File: src/rtl/led_scan_driver.sv
// rtl/led_scan_driver.sv - two-digit 7-segment scan driver with dead-time blanking
module led_scan_driver #(
    parameter int DIV   = 4096,
    parameter int BLANK = 16
) (
    input  logic       clk,
    input  logic       reset_n,
    input  logic       en,
    input  logic [6:0] h_seg,
    input  logic [6:0] l_seg,
    input  logic       lzb,
    output logic [6:0] seg,
    output logic [1:0] an,
    output logic       frame
);

    localparam int MAX_COUNT = (DIV > BLANK) ? DIV : BLANK;
    localparam int CW        = (MAX_COUNT > 1) ? $clog2(MAX_COUNT) : 1;

    localparam logic [CW-1:0] DIV_LAST   = CW'(DIV - 1);
    localparam logic [CW-1:0] BLANK_LAST = CW'(BLANK - 1);

    localparam logic [6:0] DARK_PAT = 7'b1111111;
    localparam logic [6:0] ZERO_PAT = 7'b0000001;
    localparam logic [1:0] AN_OFF   = 2'b11;
    localparam logic [1:0] AN_LOW   = 2'b10;
    localparam logic [1:0] AN_HIGH  = 2'b01;

    typedef enum logic [2:0] {
        IDLE,
        BLANK_L,
        SHOW_L,
        BLANK_H,
        SHOW_H
    } state_t;

    state_t          state_q, state_d;
    logic [CW-1:0]   cnt_q, cnt_d;
    logic [6:0]      cap_q, cap_d;
    logic            hide_q, hide_d;
    logic [1:0]      an_q, an_d;
    logic [6:0]      seg_q, seg_d;
    logic            frame_q, frame_d;

    // State, slot counter, captured pattern and registered pin drivers
    always_ff @(posedge clk or negedge reset_n) begin
        if (!reset_n) begin
            state_q <= IDLE;
            cnt_q   <= '0;
            cap_q   <= DARK_PAT;
            hide_q  <= 1'b0;
            an_q    <= AN_OFF;
            seg_q   <= DARK_PAT;
            frame_q <= 1'b0;
        end else begin
            state_q <= state_d;
            cnt_q   <= cnt_d;
            cap_q   <= cap_d;
            hide_q  <= hide_d;
            an_q    <= an_d;
            seg_q   <= seg_d;
            frame_q <= frame_d;
        end
    end

    // Slot sequencing; patterns are captured only on the edge that enters a show slot
    always_comb begin
        state_d = state_q;
        cnt_d   = cnt_q + CW'(1);
        cap_d   = cap_q;
        hide_d  = hide_q;
        if (!en) begin
            state_d = IDLE;
            cnt_d   = '0;
            cap_d   = DARK_PAT;
            hide_d  = 1'b0;
        end else begin
            case (state_q)
                IDLE: begin
                    state_d = BLANK_L;
                    cnt_d   = '0;
                end
                BLANK_L: begin
                    if (cnt_q == BLANK_LAST) begin
                        state_d = SHOW_L;
                        cnt_d   = '0;
                        cap_d   = l_seg;
                        hide_d  = 1'b0;
                    end
                end
                SHOW_L: begin
                    if (cnt_q == DIV_LAST) begin
                        state_d = BLANK_H;
                        cnt_d   = '0;
                    end
                end
                BLANK_H: begin
                    if (cnt_q == BLANK_LAST) begin
                        state_d = SHOW_H;
                        cnt_d   = '0;
                        cap_d   = h_seg;
                        hide_d  = lzb && (h_seg == ZERO_PAT);
                    end
                end
                SHOW_H: begin
                    if (cnt_q == DIV_LAST) begin
                        state_d = BLANK_L;
                        cnt_d   = '0;
                    end
                end
                default: begin
                    state_d = IDLE;
                    cnt_d   = '0;
                end
            endcase
        end
    end

    // Pin values for the upcoming state, so registered outputs line up with the state
    always_comb begin
        an_d    = AN_OFF;
        seg_d   = DARK_PAT;
        frame_d = 1'b0;
        case (state_d)
            BLANK_L: frame_d = (state_q != BLANK_L);
            SHOW_L: begin
                an_d  = AN_LOW;
                seg_d = cap_d;
            end
            SHOW_H: begin
                an_d  = hide_d ? AN_OFF : AN_HIGH;
                seg_d = cap_d;
            end
            default: begin
                an_d    = AN_OFF;
                seg_d   = DARK_PAT;
                frame_d = 1'b0;
            end
        endcase
    end

    assign an    = an_q;
    assign seg   = seg_q;
    assign frame = frame_q;

endmodule

File: config.mk
export PLATFORM = sky130hd
export DESIGN_NAME = led_scan_driver
export DESIGN_NICKNAME = d
export VERILOG_FILES = /design/src/rtl/led_scan_driver.sv
export SDC_FILE = /design/constraint.sdc
export NUM_CORES = 1
export LEC_CHECK = 0
export ABC_AREA = 1
export CAP_MARGIN = 15
export CORE_MARGIN = 3
export CORE_UTILIZATION = 40
export DETAILED_ROUTE_END_ITERATION = 10
export GPL_TIMING_DRIVEN = 0
export PLACE_DENSITY = 0.72
export SLEW_MARGIN = 20
export SYNTH_ARGS = -nofsm -noshare
export SYNTH_HDL_FRONTEND = slang
export SYNTH_SLANG_ARGS = --single-unit
File: constraint.sdc
create_clock -name clk -period 4.84 [get_ports clk]
set_clock_uncertainty 0.2 [all_clocks]
set_input_delay 0.968 -clock clk [delete_from_list [all_inputs] [get_ports clk]]
set_output_delay 0.968 -clock clk [all_outputs]
set_load 0.005 [all_outputs]
==> results of run 1 <==
synth_stat cells:
cell type	n
dfstp_2	16
ha_1	1
nand2_8	1
dfrtp_1	17
inv_4	2
nor3_1	5
o21ai_1	1
nor2_2	3
a21oi_1	1
xor2_1	6
nor2_1	22
o21a_1	1
and3_1	6
nand4_1	2
nor2_8	2
inv_1	28
nand3_1	11
inv_2	4
nand2_2	10
xnor2_1	1
nand3_4	2
a21oi_2	1
o21ai_0	7
buf_2	2
nor2_4	3
nand2_4	3
a211oi_1	1
nand2_1	45
sequential cells by signal, summed over array words and instances, names as in the netlist:
register and count:
hide_q 1, cnt_q 12, an 2, frame 1
seg 7, cap_q 7, state_q 3
per-stage QoR:
stage               setup slack, ps  total power, mW  utilization [%]  hold slack, ps  std cells
floorplan                      3080            0.304                -             232        204
global placement               1990            0.329             50.8             252        281
detailed placement             2450            0.329             50.7             256        281
CTS                            2360            0.557             53.1             267        289
global route                   2330            0.577             53.1             298        289
finish                         2370            0.550             53.1             265        289
power by group:
part / switching (mW) / internal (mW)
registers: 0.00149 / 0.279
logic: 0.0245 / 0.0193
clock network: 0.0979 / 0.128
total: 0.124 / 0.426
layout make-up:
cell class / instances / area share (%)
flip-flops and latches: 33 / 38.7
multi-input cells: 135 / 35.1
repair buffers: 27 / 12.1
inverters: 34 / 6.07
clock buffers: 7 / 4.41
well taps: 50 / 2.86
plain buffers: 2 / 0.458
clock inverters: 1 / 0.229
cells by family after synthesis:
family	synth area share, %
xor gates and xnor gates	3.49
DFF	48.1
and+or+nand+nor	35.6
AOI/OAI and AO/OA	3.92
buffers and inverters	8.12
adders and majority gates	0.712
routing by layer:
| layer | global-route usage (%) | wire, um |
|---|---|---|
| met5 | 0 | 0 |
| met4 | 6.89 | 78 |
| met3 | 4.57 | 80 |
| met2 | 22.3 | 1560 |
| met1 | 18.4 | 1650 |
cells in the final DEF (no fill, tap or decap), types with 2 or more instances in the layout:
master,netlist,layout
nand2_1,45,45
inv_4,2,2
xor2_1,6,6
inv_2,4,4
nor2_4,3,3
inv_1,28,28
nand2_4,3,3
nand3_4,2,2
nor3_1,5,5
buf_2,2,3
nand3_1,11,11
clkbuf_8,0,7
and3_1,6,6
o21ai_0,7,7
nand4_1,2,2
nor2_2,3,3
clkdlybuf4s50_1,0,26
nor2_8,2,2
nor2_1,22,22
nand2_2,10,10
dfrtp_1,17,17
dfstp_2,16,16
worst min path at each step:
| stage | slack (ps) | endpoint | start | depth (start not counted) |
|---|---|---|---|---|
| 2_1_floorplan | 230 | cnt_q[0]$_DFF_PN0_ | cnt_q[0]$_DFF_PN0_ | 1 |
| 3_3_place_gp | 250 | cnt_q[0]$_DFF_PN0_ | cnt_q[0]$_DFF_PN0_ | 1 |
| 3_5_place_dp | 260 | cnt_q[0]$_DFF_PN0_ | cnt_q[0]$_DFF_PN0_ | 1 |
| 4_1_cts | 270 | cnt_q[0]$_DFF_PN0_ | cnt_q[0]$_DFF_PN0_ | 1 |
| 5_1_grt | 300 | cnt_q[0]$_DFF_PN0_ | cnt_q[0]$_DFF_PN0_ | 1 |
| 6_report | 270 | cnt_q[0]$_DFF_PN0_ | cnt_q[0]$_DFF_PN0_ | 1 |
==> flow_summary.rst, run 1 <==
.. list-table::
   :header-rows: 1

   * - Metric
     - Value
   * - Arrival time of the worst setup path
     - 1300 ps
   * - Largest net degree at the start of global routing
     - 34
   * - Type of the setup path with the least slack
     - reg2out
   * - Worst slew pin tran
     - roughly 700 ps
   * - Cells traversed along the worst timing path
     - clkdlybuf4s50_1
   * - H-tree level count
     - 2
   * - Sequential cell area fraction in the yosys report
     - approximately half
   * - Maximum fanout count along the critical path
     - 1
   * - Max rail drop VDD
     - 0.000159 V
   * - Worst Hold Class
     - reg2reg
   * - Initial DRC Count
     - 51
   * - Cell family with most CP delay
     - flip-flops
   * - First-pass GRT wire length
     - 5810 um
   * - Minimum period implied by the final worst setup slack
     - 2470 ps
   * - Logic depth of the worst setup path including buffers
     - 1
   * - Synthesized area per cell
     - 8.61 sq um
   * - Setup repair after global routing missed its margin
     - no
   * - Yosys reg bits
     - 33
   * - Depth of the most critical reg-to-reg path
     - 10
   * - Post-detailed-route via-to-cell ratio
     - 4.59
   * - Gp weighted congestion
     - 0.884
   * - Diodes inserted
     - 0
   * - Clk pin slew, worst setup/hold paths
     - 60 ps
   * - Port Buffer Count
     - 27
   * - Total count of hold-check failures in the final report
     - 0
   * - Required time at the endpoint of the critical path
     - between 3000 and 4000 ps
   * - CTS tree
     - built
   * - Total of fill cells in the finished design
     - 390
   * - Area of the multi-input gates
     - 768 sq um
   * - Vias post-DR
     - ~1300
   * - Cell area after placement
     - 2080 sq um
   * - Reported max-cap violation count
     - 0
   * - Worst-case clock buffer depth
     - 2
   * - TritonCTS sink count
     - 33
   * - Core outline area
     - between 4000 and 5000 sq um
   * - Die span in y
     - 72.3 um
   * - Cell variety after synth
     - 28
   * - Final net count
     - 257
   * - Area of the die
     - 5220 sq um
   * - Routed WL
     - between 3000 and 4000 um
   * - Achievable clock frequency
     - 404 MHz
   * - Total global-route track usage
     - 14.5%
   * - Clk_lat worst skew
     - 280 ps
   * - Normalized max-slew margin
     - 53.5%
   * - Fin crit share
     - 51.1%
   * - Fraction of final layout cells with drive strength greater than 1
     - 24.3%
   * - Overflow left after global routing
     - 0
   * - Cell type with the highest aggregate area in the netlist
     - dfrtp_1
   * - Count of buffering cells on the critical path with inverters included
     - 1
   * - Netlist area before placement
     - 1760 sq um
   * - Max Slew Vio Count
     - 0
   * - Gate count of the mapped netlist
     - 204
   * - Boundary Pins
     - 28
   * - Worst path max stage delay
     - 520 ps
   * - Die W
     - 72.3 um
   * - Count of cells resized by post-cts repair
     - 0
   * - CP endpoint kind
     - output pin
   * - Area share of the largest cell type after synthesis
     - 24.2%
   * - Leakage
     - ~1.0 nW
   * - Outcome
     - complete, no violations
   * - Antenna violations before repair
     - 0
   * - YS warnings
     - 0
   * - Initial standard-cell utilization of the core
     - 42.7%
   * - Worst R2R Start
     - cnt_q[0]$_DFF_PN0_
   * - DR pass1 iterations
     - 4
   * - CP startpoint kind
     - register
   * - Largest cells by area after synthesis
     - dfrtp_1, dfstp_2, nand2_1
   * - Crit Reg-Reg Endpoint
     - seg[6]$_DFF_PN1_
   * - Start point of the critical path
     - seg[1]$_DFF_PN1_
   * - Cell with the biggest individual delay on the critical path
     - dfstp_2
   * - HPWL Detailed
     - approximately 2600 um
   * - Hold bufs inserted after CTS
     - 0
   * - Area taken by flip-flops and latches
     - 846 sq um
   * - Setup repair bufs after CTS
     - 0
   * - Destination of the critical timing path
     - seg[1]
   * - P per Cell Area
     - 252 nW/um^2
   * - Final routed DRC violation total
     - 0
   * - Row Count
     - 23
   * - Setup-failing EPs final
     - 0
   * - Average wire per standard cell
     - 11.6 um
   * - CTS Root Buffer Type
     - clkbuf_8
   * - Setup TNS
     - 0 ps
   * - Final design area excluding fillers
     - 2190 sq um
   * - Synthesized net count
     - 223
   * - Number of global-route vias before repair
     - approximately 1300
   * - Layout overhead on the synthesized area
     - 24.4%
   * - Total CTS buffers
     - 5
   * - Antenna-violating nets left
     - 0
   * - R2R Setup Slk
     - 2990 ps
Power figures use the tool's default switching activity.
==> inputs of run 2 (changes only) <==
==> constraint.sdc (replaced) <==
create_clock -name clk -period 2.6 [get_ports clk]
set_clock_uncertainty 0.2 [all_clocks]
set_input_delay 0.52 -clock clk [delete_from_list [all_inputs] [get_ports clk]]
set_output_delay 0.52 -clock clk [all_outputs]
set_load 0.005 [all_outputs]
==> results of run 2 <==
The final DEF is identical to that of run 1. Status: complete, no violations.
Main changes from that run: setup slack after placement 2450 ps -> 658 ps; setup slack after layout 2370 ps -> 575 ps; hold slack 265 ps -> 81.2 ps; register-to-register setup slack 2990 ps -> 750 ps; total power 0.550 mW -> 1.02 mW; worst IR drop on VDD 0.000159 V -> 0.000296 V
==> inputs of run 3 (changes only) <==
==> constraint.sdc (replaced) <==
create_clock -name clk -period 2 [get_ports clk]
set_clock_uncertainty 0.2 [all_clocks]
set_input_delay 0.4 -clock clk [delete_from_list [all_inputs] [get_ports clk]]
set_output_delay 0.4 -clock clk [all_outputs]
set_load 0.005 [all_outputs]
==> run 3 against run 2 <==
Effect of this change: largest power group unchanged; die area stayed put; cell area up 0.57%; flip-flop and latch count unchanged; critical path depth unchanged; critical endpoint unchanged; clock-buffer cell count unchanged; via count up 0.45%; first-iteration DRC count rose by 29%; worst setup slack lost 480 ps.
==> flow_summary.rst, run 3 (synthesis gave the netlist of run 1 again) <==
.. list-table::
   :header-rows: 1

   * - Metric
     - Value
   * - Outcome
     - complete, no violations (unchanged)
   * - Logic pwr share
     - 8.1% (was 8.0%)
   * - Overflow left after global routing
     - 0 (unchanged)
   * - Max rail drop VDD
     - 0.000385 V (was 0.000296 V)
   * - Routed wl met2
     - 1570 um (was 1560 um)
   * - Minimum period implied by the final worst setup slack
     - 1900 ps
   * - Most common library cell in the layout ignoring fill and taps
     - nand2_1 (unchanged)
   * - Total of fill cells in the finished design
     - 390 (unchanged)
   * - Count of buffering cells on the critical path with inverters included
     - 1 (unchanged)
   * - Net switching power figure
     - 0.300 mW (was 0.230 mW)
   * - Worst Hold Class
     - reg2reg (was in2async)
   * - Number of global-route vias before repair
     - 1349 (was 1338)
   * - Die W
     - 72.3 um (unchanged)
   * - CTS tree
     - built (unchanged)
   * - First-pass GRT wire length
     - 5850 um (was 5810 um)
   * - Setup-failing EPs final
     - 0 (unchanged)
   * - H-tree level count
     - 2 (unchanged)
   * - Maximum fanout count along the critical path
     - 1 (unchanged)
   * - HPWL Detailed
     - 2560 um (unchanged)
   * - CP startpoint kind
     - register (unchanged)
   * - Area taken by flip-flops and latches
     - 846 sq um (unchanged)
   * - CP endpoint kind
     - output pin (unchanged)
   * - Reported max-cap violation count
     - 0 (unchanged)
   * - Total global-route track usage
     - 14.6% (was 14.5%)
   * - Fin crit share
     - 95.0%
   * - Core outline area
     - 4120 sq um (unchanged)
   * - Setup TNS
     - 0 ps (unchanged)
   * - Layout overhead on the synthesized area
     - 25.1% (was 24.4%)
   * - Power share of the clock group
     - 41.1% (about the same)
   * - Routed WL
     - 3400 um (was 3360 um)
   * - Area of the die
     - 5220 sq um (unchanged)
   * - Final net count
     - 258 (was 257)
   * - Required time at the endpoint of the critical path
     - 1400 ps (was 1880 ps)
   * - Largest register FFs
     - 12 (unchanged)
   * - Worst-case clock buffer depth
     - 2 (unchanged)
   * - Diodes inserted
     - 0 (unchanged)
   * - Vias post-DR
     - 1333 (was 1327)
   * - Gp weighted congestion
     - 0.884 (unchanged)
   * - Total CTS buffers
     - 5 (unchanged)
   * - P per Cell Area
     - 606 nW/um^2 (was 468 nW/um^2)
   * - Clk_lat worst skew
     - 280 ps (about the same)
   * - Final design area excluding fillers
     - 2200 sq um (was 2190 sq um)
   * - Pre-CTS setup slack
     - 164 ps (was 658 ps)
   * - Largest Register
     - cnt_q (unchanged)
   * - Final routed DRC violation total
     - 0 (unchanged)
   * - Setup repair bufs after CTS
     - 0 (unchanged)
   * - Row Count
     - 23 (unchanged)
   * - Leakage
     - 1.03 nW (was 1.02 nW)
   * - Average wire per standard cell
     - 11.7 um (was 11.6 um)
   * - Switching part of the total power
     - 22.5% (about the same)
   * - Type of the setup path with the least slack
     - reg2out (unchanged)
   * - Area of the multi-input gates
     - 771 sq um (was 768 sq um)
   * - Achievable clock frequency
     - 526 MHz
   * - Initial standard-cell utilization of the core
     - 42.7% (unchanged)
   * - Highest Signal Layer
     - met4 (unchanged)
   * - Boundary Pins
     - 28 (unchanged)
   * - Sequential share of power
     - 50.9% (about the same)
   * - Top library cells by usage in the layout, fill and taps aside
     - nand2_1, inv_1, clkdlybuf4s50_1, nor2_1, dfrtp_1 (unchanged)
   * - Cell area after placement
     - 2080 sq um (unchanged)
   * - Total routed wire length on the met1 layer
     - 1660 um (was 1650 um)
   * - Antenna-violating nets left
     - 0 (unchanged)
   * - Total count of hold-check failures in the final report
     - 0 (unchanged)
   * - Cell family with most CP delay
     - flip-flops (unchanged)
   * - DR pass1 iterations
     - 5 (was 4)
   * - Final hold slack
     - 268 ps (was 81.2 ps)
   * - Post-detailed-route via-to-cell ratio
     - 4.60 (was 4.59)
   * - Port Buffer Count
     - 27 (unchanged)
   * - Cell with the biggest individual delay on the critical path
     - dfstp_2 (unchanged)
   * - Worst path max stage delay
     - 520 ps (about the same)
   * - Total met3 wirelength after detailed routing
     - 89 um (was 80 um)
   * - Setup ws final
     - 99.3 ps (was 575 ps)
   * - Initial DRC Count
     - 66 (was 51)
   * - Antenna violations before repair
     - 0 (unchanged)
   * - Cells traversed along the worst timing path
     - clkdlybuf4s50_1 (unchanged)
   * - Arrival time of the worst setup path
     - 1300 ps (about the same)
   * - Normalized max-slew margin
     - 53.2% (was 53.5%)
   * - Largest net degree at the start of global routing
     - 34 (unchanged)
   * - TritonCTS sink count
     - 33 (unchanged)
   * - CTS Root Buffer Type
     - clkbuf_8 (unchanged)
   * - Worst slew pin tran
     - 701 ps (was 698 ps)
   * - Setup repair after global routing missed its margin
     - no (unchanged)
   * - Clk pin slew, worst setup/hold paths
     - 70 ps (was 60 ps)
   * - Internal cell power
     - 1.03 mW (was 0.794 mW)
   * - Max Slew Vio Count
     - 0 (unchanged)
   * - Fraction of final layout cells with drive strength greater than 1
     - 24.6% (was 24.3%)
   * - Die span in y
     - 72.3 um (unchanged)
   * - Overall Power
     - 1.33 mW (was 1.02 mW)
## run 3: cell count changes in the layout (fill, tap and decap cells not counted), sizes merged
cell         previous run  this run
dlygate4sd3             0         1
## run 3: repair_timing
item,in CTS,in global routing
hold buffers,1,0
endpoints found under the setup margin,0,2
hold endpoints to repair,17,0
gates resized for setup,0,1
## run 3: cell type report
class / count / share of cell area, %
Tap cell: 50 / 2.85
Buffer: 2 / 0.455
Sequential cell: 33 / 38.5
Multi-Input combinational cell: 135 / 35.1
Clock buffer: 7 / 4.38
Inverter: 34 / 6.03
Timing Repair Buffer: 28 / 12.5
Clock inverter: 1 / 0.228
## run 3: layer usage
metal / vias up / GRT usage, %
li1: 703 / -
met1: 602 / 18.3
met2: 22 / 22.8
met3: 6 / 4.57
met4: 0 / 6.89
met5: - / 0
## run 3: power groups by stage
stage                     clock, mW  sequential [mW]  combinational [mW]
after global routing          0.600            0.678               0.120
after floorplan                   0            0.688              0.0463
after CTS                     0.563            0.678               0.109
after global placement            0            0.688               0.107
after detailed placement          0            0.689               0.108
final                         0.547            0.678               0.108
## run 3: worst paths after layout
check                                   startpoint            endpoint  slack, ps  cells after the start
worst max-delay path              seg[1]$_DFF_PN1_              seg[1]        100                      1
worst min register to register  cnt_q[0]$_DFF_PN0_  cnt_q[0]$_DFF_PN0_        270                      1
max in group asynchronous                  reset_n  cnt_q[5]$_DFF_PN0_        640                      2
min in group asynchronous                  reset_n    hide_q$_DFF_PN0_        510                      2
worst min-delay path            cnt_q[0]$_DFF_PN0_  cnt_q[0]$_DFF_PN0_        270                      1
worst max register to register  cnt_q[0]$_DFF_PN0_    seg[6]$_DFF_PN1_        180                     10
## run 3: stage by stage
step / instances / util [%]
6_report: 290 / 53.4
2_1_floorplan: 204 / -
4_1_cts: 290 / 53.4
3_5_place_dp: 281 / 50.7
5_1_grt: 290 / 53.4
3_3_place_gp: 281 / 50.8
